$ cat src/rtl/icache_refill.sv
// Instruction-cache refill engine: single-line buffer in front of a line-wide DRAM port.
// Hits are answered from the buffer in one cycle; misses fetch a whole line over a req/ready + valid handshake.
module icache_refill #(
    parameter int unsigned MEM_SCALE = 27,
    parameter int unsigned LINE_LOG  = 2
) (
    input  logic                           clk,
    input  logic                           rst_n,
    input  logic                           super_oe,
    input  logic [MEM_SCALE-1:0]           super_addr,
    output logic [31:0]                    super_rdata,
    output logic                           super_valid,
    input  logic                           clear,
    output logic                           dram_oe,
    output logic [MEM_SCALE-LINE_LOG-1:0]  dram_addr,
    input  logic                           dram_ready,
    input  logic [(32<<LINE_LOG)-1:0]      dram_rdata,
    input  logic                           dram_valid,
    output logic [31:0]                    lb_cnt_req,
    output logic [31:0]                    lb_cnt_hit
);

    localparam int unsigned TAG_W  = MEM_SCALE - LINE_LOG;
    localparam int unsigned WORDS  = 1 << LINE_LOG;
    localparam int unsigned LINE_W = 32 << LINE_LOG;

    typedef enum logic [1:0] {
        IDLE = 2'd0,
        REQ  = 2'd1,
        WAIT = 2'd2,
        RESP = 2'd3
    } state_t;

    state_t                 state_q, state_d;
    logic [MEM_SCALE-1:0]   addr_q;
    logic                   lb_valid_q;
    logic [TAG_W-1:0]       lb_tag_q;
    logic [LINE_W-1:0]      lb_data_q;
    logic                   drop_q;
    logic                   dram_oe_q;
    logic                   super_valid_q;
    logic [31:0]            super_rdata_q;
    logic [31:0]            cnt_req_q;
    logic [31:0]            cnt_hit_q;

    logic                   accept;
    logic                   hit;
    logic                   capture;
    logic [31:0]            hit_word;
    logic [31:0]            fill_word;

    // Word select out of a line by the low address bits.
    function automatic logic [31:0] pick_word(input logic [LINE_W-1:0] line,
                                              input logic [LINE_LOG-1:0] sel);
        logic [31:0] w;
        w = 32'd0;
        for (int i = 0; i < WORDS; i++) begin
            if (sel == LINE_LOG'(i)) begin
                w = line[32*i +: 32];
            end
        end
        return w;
    endfunction

    assign hit_word  = pick_word(lb_data_q, super_addr[LINE_LOG-1:0]);
    assign fill_word = pick_word(dram_rdata, addr_q[LINE_LOG-1:0]);

    // Next-state and per-cycle control decode.
    always_comb begin
        state_d = state_q;
        accept  = 1'b0;
        hit     = 1'b0;
        capture = 1'b0;
        case (state_q)
            IDLE: begin
                if (super_oe) begin
                    accept = 1'b1;
                    if (lb_valid_q && !clear && (lb_tag_q == super_addr[MEM_SCALE-1:LINE_LOG])) begin
                        hit = 1'b1;
                    end else begin
                        state_d = REQ;
                    end
                end
            end
            REQ: begin
                if (dram_ready) begin
                    state_d = WAIT;
                end
            end
            WAIT: begin
                if (dram_valid) begin
                    capture = 1'b1;
                    state_d = RESP;
                end
            end
            RESP: begin
                state_d = IDLE;
            end
            default: begin
                state_d = IDLE;
            end
        endcase
    end

    always_ff @(posedge clk or negedge rst_n) begin
        if (!rst_n) begin
            state_q <= IDLE;
        end else begin
            state_q <= state_d;
        end
    end

    // Request latch, DRAM request, response and counters.
    always_ff @(posedge clk or negedge rst_n) begin
        if (!rst_n) begin
            addr_q        <= '0;
            dram_oe_q     <= 1'b0;
            super_valid_q <= 1'b0;
            super_rdata_q <= 32'd0;
            cnt_req_q     <= 32'd0;
            cnt_hit_q     <= 32'd0;
        end else begin
            if (accept) begin
                addr_q    <= super_addr;
                cnt_req_q <= cnt_req_q + 32'd1;
            end
            if (hit) begin
                cnt_hit_q <= cnt_hit_q + 32'd1;
            end
            dram_oe_q     <= (state_d == REQ);
            super_valid_q <= hit | capture;
            if (hit) begin
                super_rdata_q <= hit_word;
            end else if (capture) begin
                super_rdata_q <= fill_word;
            end
        end
    end

    // Line buffer; a clear seen while a fetch is in flight keeps that line out of the buffer.
    always_ff @(posedge clk or negedge rst_n) begin
        if (!rst_n) begin
            lb_valid_q <= 1'b0;
            lb_tag_q   <= '0;
            lb_data_q  <= '0;
            drop_q     <= 1'b0;
        end else begin
            if (accept) begin
                drop_q <= 1'b0;
            end else if (clear) begin
                drop_q <= 1'b1;
            end
            if (clear) begin
                lb_valid_q <= 1'b0;
            end else if (capture && !drop_q) begin
                lb_valid_q <= 1'b1;
            end
            if (capture) begin
                lb_tag_q  <= addr_q[MEM_SCALE-1:LINE_LOG];
                lb_data_q <= dram_rdata;
            end
        end
    end

    assign dram_oe     = dram_oe_q;
    assign dram_addr   = addr_q[MEM_SCALE-1:LINE_LOG];
    assign super_valid = super_valid_q;
    assign super_rdata = super_rdata_q;
    assign lb_cnt_req  = cnt_req_q;
    assign lb_cnt_hit  = cnt_hit_q;

endmodule

$ cat config.mk
export PLATFORM = sky130hd
export DESIGN_NAME = icache_refill
export DESIGN_NICKNAME = d
export VERILOG_FILES = /design/src/rtl/icache_refill.sv
export SDC_FILE = /design/constraint.sdc
export NUM_CORES = 1
export LEC_CHECK = 0
export ABC_AREA = 0
export ABC_CLOCK_PERIOD_IN_PS = 2100
export BUFFER_PORTS_ARGS = -buffer_cell sky130_fd_sc_hd__buf_2
export CAP_MARGIN = 20
export CORE_UTILIZATION = 44
export DETAILED_ROUTE_END_ITERATION = 16
export PLACE_DENSITY = 0.69
export SYNTH_ARGS = -nofsm -noshare
export SYNTH_HDL_FRONTEND = slang
export SYNTH_SLANG_ARGS = --single-unit
$ cat constraint.sdc
create_clock -name clk -period 2.1 [get_ports clk]
set_input_delay 0.105 -clock clk [delete_from_list [all_inputs] [get_ports clk]]
set_output_delay 0.105 -clock clk [all_outputs]
set_load 0.02 [all_outputs]
==> impl_summary.log <==
[metrics] top routing layer used: met4
[metrics] clock transition at the register clock pins on the worst setup and hold paths after CTS: 0.06 ns
[metrics] routability congestion estimate: 0.8179
[metrics] post-route minimum period: 2.048 ns
[metrics] result of the run: complete, no violations
[metrics] first-pass GRT wire length: 55.24 mm
[metrics] post-route cell area: 0.01825 mm2
[metrics] warnings from Yosys: 0
[metrics] cell depth of the worst flop-to-flop path: 7
[metrics] setup slack of the worst register-to-register path: 0.05 ns
[metrics] vias in the first global route: 10,320
[metrics] DRC viols: 0
[metrics] Met3 Wirelength: 2.210 mm
[metrics] clock tree from TritonCTS: done
[metrics] final-stage net count: 1,582
[metrics] CP startpoint kind: flip-flop
[metrics] maximum frequency from static timing analysis: 488.3 MHz
[metrics] Top Ports: 284
[metrics] post-route clock period utilization: 97.52%
[metrics] CTS buffer count: 30
[metrics] WL met2: 17.06 mm
[metrics] EDFF count, synth: 0
[metrics] setup repair after global routing missed its margin: true
[metrics] number of storage elements in the synthesis netlist: 282
[metrics] hpwl dp: 22.27 mm
[metrics] reported max-cap violation count: 0
[metrics] average routed wire per standard cell: 19.16 um
[metrics] total iterations of the first detailed-routing run: 4
[metrics] syn avg cell area: 13.75 um2
[metrics] Leakage Power: 0.008489 uW
[metrics] IR Drop Worst-Case VDD: 0.9629 mV
[metrics] Setup crit end kind: flip-flop
[metrics] final number of max-transition violations: 0
[metrics] floorplan die width: 177.0 um
[metrics] Reg area: 0.007059 mm2
[metrics] mean number of vias per cell: 5.338
[metrics] proportion of synthesized chip area in sequential cells: 52.37%
[metrics] total area of multi-input combinational cells: 0.006008 mm2
[metrics] floorplan die area: 0.03133 mm2
[metrics] distinct cell type count of the synthesized netlist: 39
[metrics] Post-Route Skew: 0.02007 ns
[metrics] placement row count: 63
[metrics] transition time at the pin with the least slew margin: 0.4811 ns
[metrics] Num Clock Sinks: 282
[metrics] wire length reported by the detailed router: 35.14 mm
[metrics] terminus of the critical flop-to-flop path: super_rdata[27]$_DFFE_PN0P_
[metrics] Overflow after GRT: 0
[metrics] relative max-transition margin: 67.92%
[metrics] power per unit of standard cell area: 1186 mW/mm2
[metrics] final hold violations: 0
[metrics] CP Class: reg -> reg
[metrics] most common cell after layout, fill and taps aside: buf_2
[metrics] share of cells above drive strength 1: 46.88%
[metrics] initial antenna violation count: 2
[metrics] Syn Nets: 1,143
[metrics] number of design-rule violations left by the first detailed-router iteration: 516
[metrics] number of H-tree branching levels: 1
[metrics] Final setup viols: 0
[metrics] Chip Height: 177.0 um
[metrics] total global routing track utilization: 22.41%
[metrics] synthesized instance count: 980
[metrics] netlist area before placement: 0.01347 mm2
[metrics] buffer levels on the longest clock path: 3
[metrics] antenna viol nets, final: 0
[metrics] fill count: 2,281
[metrics] largest fanout on the critical path: 20
[metrics] Power, Total: 21,650 uW
[metrics] async set-or-reset flop fraction in the synthesized netlist: 100.0%
[metrics] Data arrival, critical path: 2.50 ns
[metrics] flip-flop cell with the highest count after synthesis: dfrtp_1
[metrics] Area Growth Syn to Fin: 35.44%
[metrics] pin count of the biggest net entering global routing: 55
[metrics] DP Area: 0.01549 mm2
[metrics] path class of the lowest-slack min-delay path: in -> async
[metrics] root buffer cell: clkbuf_16
[metrics] R2R Path Start: lb_tag_q[20]$_DFFE_PN0P_
[metrics] standard cell core area: 0.02987 mm2
[metrics] Worst EP required: 2.55 ns
[metrics] number of I/O port buffers: 283
[metrics] Met1 Routed Length: 14.80 mm
[metrics] overall via count from detail_route: 9,789
[metrics] top library cells by usage in the layout, fill and taps aside: buf_2 (282), dfrtp_1 (280), mux2_2 (195), dlygate4sd3_1 (157), xor2_1 (68)
[metrics] initial core utilization: 45.10%
[metrics] insertion delay of the later-clocked pin in the worst-skew pair: 0.56 ns
flip-flops by register name (all words and copies together) (netlist names):
register / count
super_rdata: 32
state_q: 2
lb_data_q: 128
lb_cnt_hit: 32
dram_oe: 1
super_valid: 1
lb_valid_q: 1
lb_tag_q: 25
addr_q: 27
lb_cnt_req: 32
drop_q: 1
cell usage after synthesis, types with 4 or more instances:
cell type  number  area (um2)
dfrtp_1       282        7057
mux2_2        195        2196
xor2_1         68       595.6
mux4_2         64        1441
nor3_1         50       250.2
clkbuf_1       43       161.4
nor2_1         39       146.4
inv_1          36       135.1
buf_4          26       195.2
nand3_1        26       130.1
nand4_1        19       118.9
xnor2_1        19       166.4
a311oi_1       18       157.7
nand2_1        18       67.56
nor4_1         17       106.4
and3_1          8       50.05
buf_2           8       40.04
a311oi_2        5       75.07
and4_1          5       43.79
mux2_4          5       75.07
buf_6           4       45.04
layout make-up:
| type | instances | share of cell area [%] |
|---|---|---|
| multi-input combinational | 578 | 32.92 |
| antenna | 2 | 0.02742 |
| tap | 390 | 2.674 |
| clock buffer | 49 | 4.943 |
| clock inverter | 6 | 0.2262 |
| inverter | 36 | 0.7404 |
| timing repair buffer | 491 | 19.79 |
| sequential | 282 | 38.68 |
worst max-delay path, cell delays in order (launching register included):
cell	delay (ns)
dfrtp_1	0.39
xor2_1	0.15
nor4_1	0.31
nand4_1	0.14
buf_4	0.18
or2_4	0.28
buf_12	0.17
mux2_4	0.31
metal layers:
metal / track usage [%] / vias to the layer above
met2: 37.39 / 344
met4: 7.651 / 0
met1: 29.27 / 4936
met3: 4.210 / 72
li1: - / 4437
met5: 0 / -
power by group:
part / leakage (uW) / internal, uW / switching (uW)
combinational: 0.00460 / 4280 / 3400
sequential: 0.00342 / 7620 / 1280
clock: 0.000467 / 2910 / 2140
total: 0.00849 / 14800 / 6830
logic make-up (layout without fill, tap and decap cells):
kind of cell               count (synthesis)  in the layout  share of synthesized area, %
muxes                                    264            264                         27.55
xor gates and xnor gates                  87             87                         5.655
AOI/OAI and AO/OA                         28             28                         1.931
and+or+nand+nor                          197            197                         7.939
adders and majority gates                  2              2                        0.1857
other                                      0              2                             0
DFF                                      282            282                         52.37
buffers and inverters                    120            582                         4.364
per-stage QoR:
| step | hold WS (ns) | setup WS (ns) | std cells | util (%) | setup TNS, ns |
|---|---|---|---|---|---|
| 2_1_floorplan | -0.1906 | 0.1090 | 980 | - | 0 |
| 5_1_grt | 0.08171 | -0.06875 | 1834 | 61.09 | -1.366 |
| 3_5_place_dp | 0.07679 | 0.0002194 | 1617 | 51.87 | 0 |
| 4_1_cts | 0.06882 | 0.007433 | 1829 | 60.33 | 0 |
| 6_report | 0.05815 | 0.05214 | 1834 | 61.09 | 0 |
| 3_3_place_gp | 0.06941 | 0.04794 | 1617 | 51.87 | 0 |
worst max-delay path by stage:
| stage | start | slack (ns) | endpoint |
|---|---|---|---|
| 2_1_floorplan | state_q[0]$_DFF_PN0_ | 0.11 | lb_cnt_hit[1]$_DFFE_PN0N_ |
| 3_3_place_gp | lb_tag_q[24]$_DFFE_PN0P_ | 0.05 | lb_cnt_hit[1]$_DFFE_PN0N_ |
| 3_5_place_dp | lb_tag_q[24]$_DFFE_PN0P_ | 0.0002 | super_rdata[21]$_DFFE_PN0P_ |
| 4_1_cts | lb_tag_q[7]$_DFFE_PN0P_ | 0.007 | lb_cnt_hit[1]$_DFFE_PN0N_ |
| 5_1_grt | lb_tag_q[15]$_DFFE_PN0P_ | -0.07 | super_rdata[27]$_DFFE_PN0P_ |
| 6_report | lb_tag_q[20]$_DFFE_PN0P_ | 0.05 | super_rdata[27]$_DFFE_PN0P_ |
repair_timing:
item / 4_1_cts / 5_1_grt
gates resized for setup: 2 / 31
pin swaps: 0 / 4
setup endpoints to repair: 6 / 54
buffers inserted: 0 / 2
hold buffers: 157 / 0
endpoints found under the hold margin: 440 / 0
cloned: 0 / 1
(Power assumes the default switching activity.)
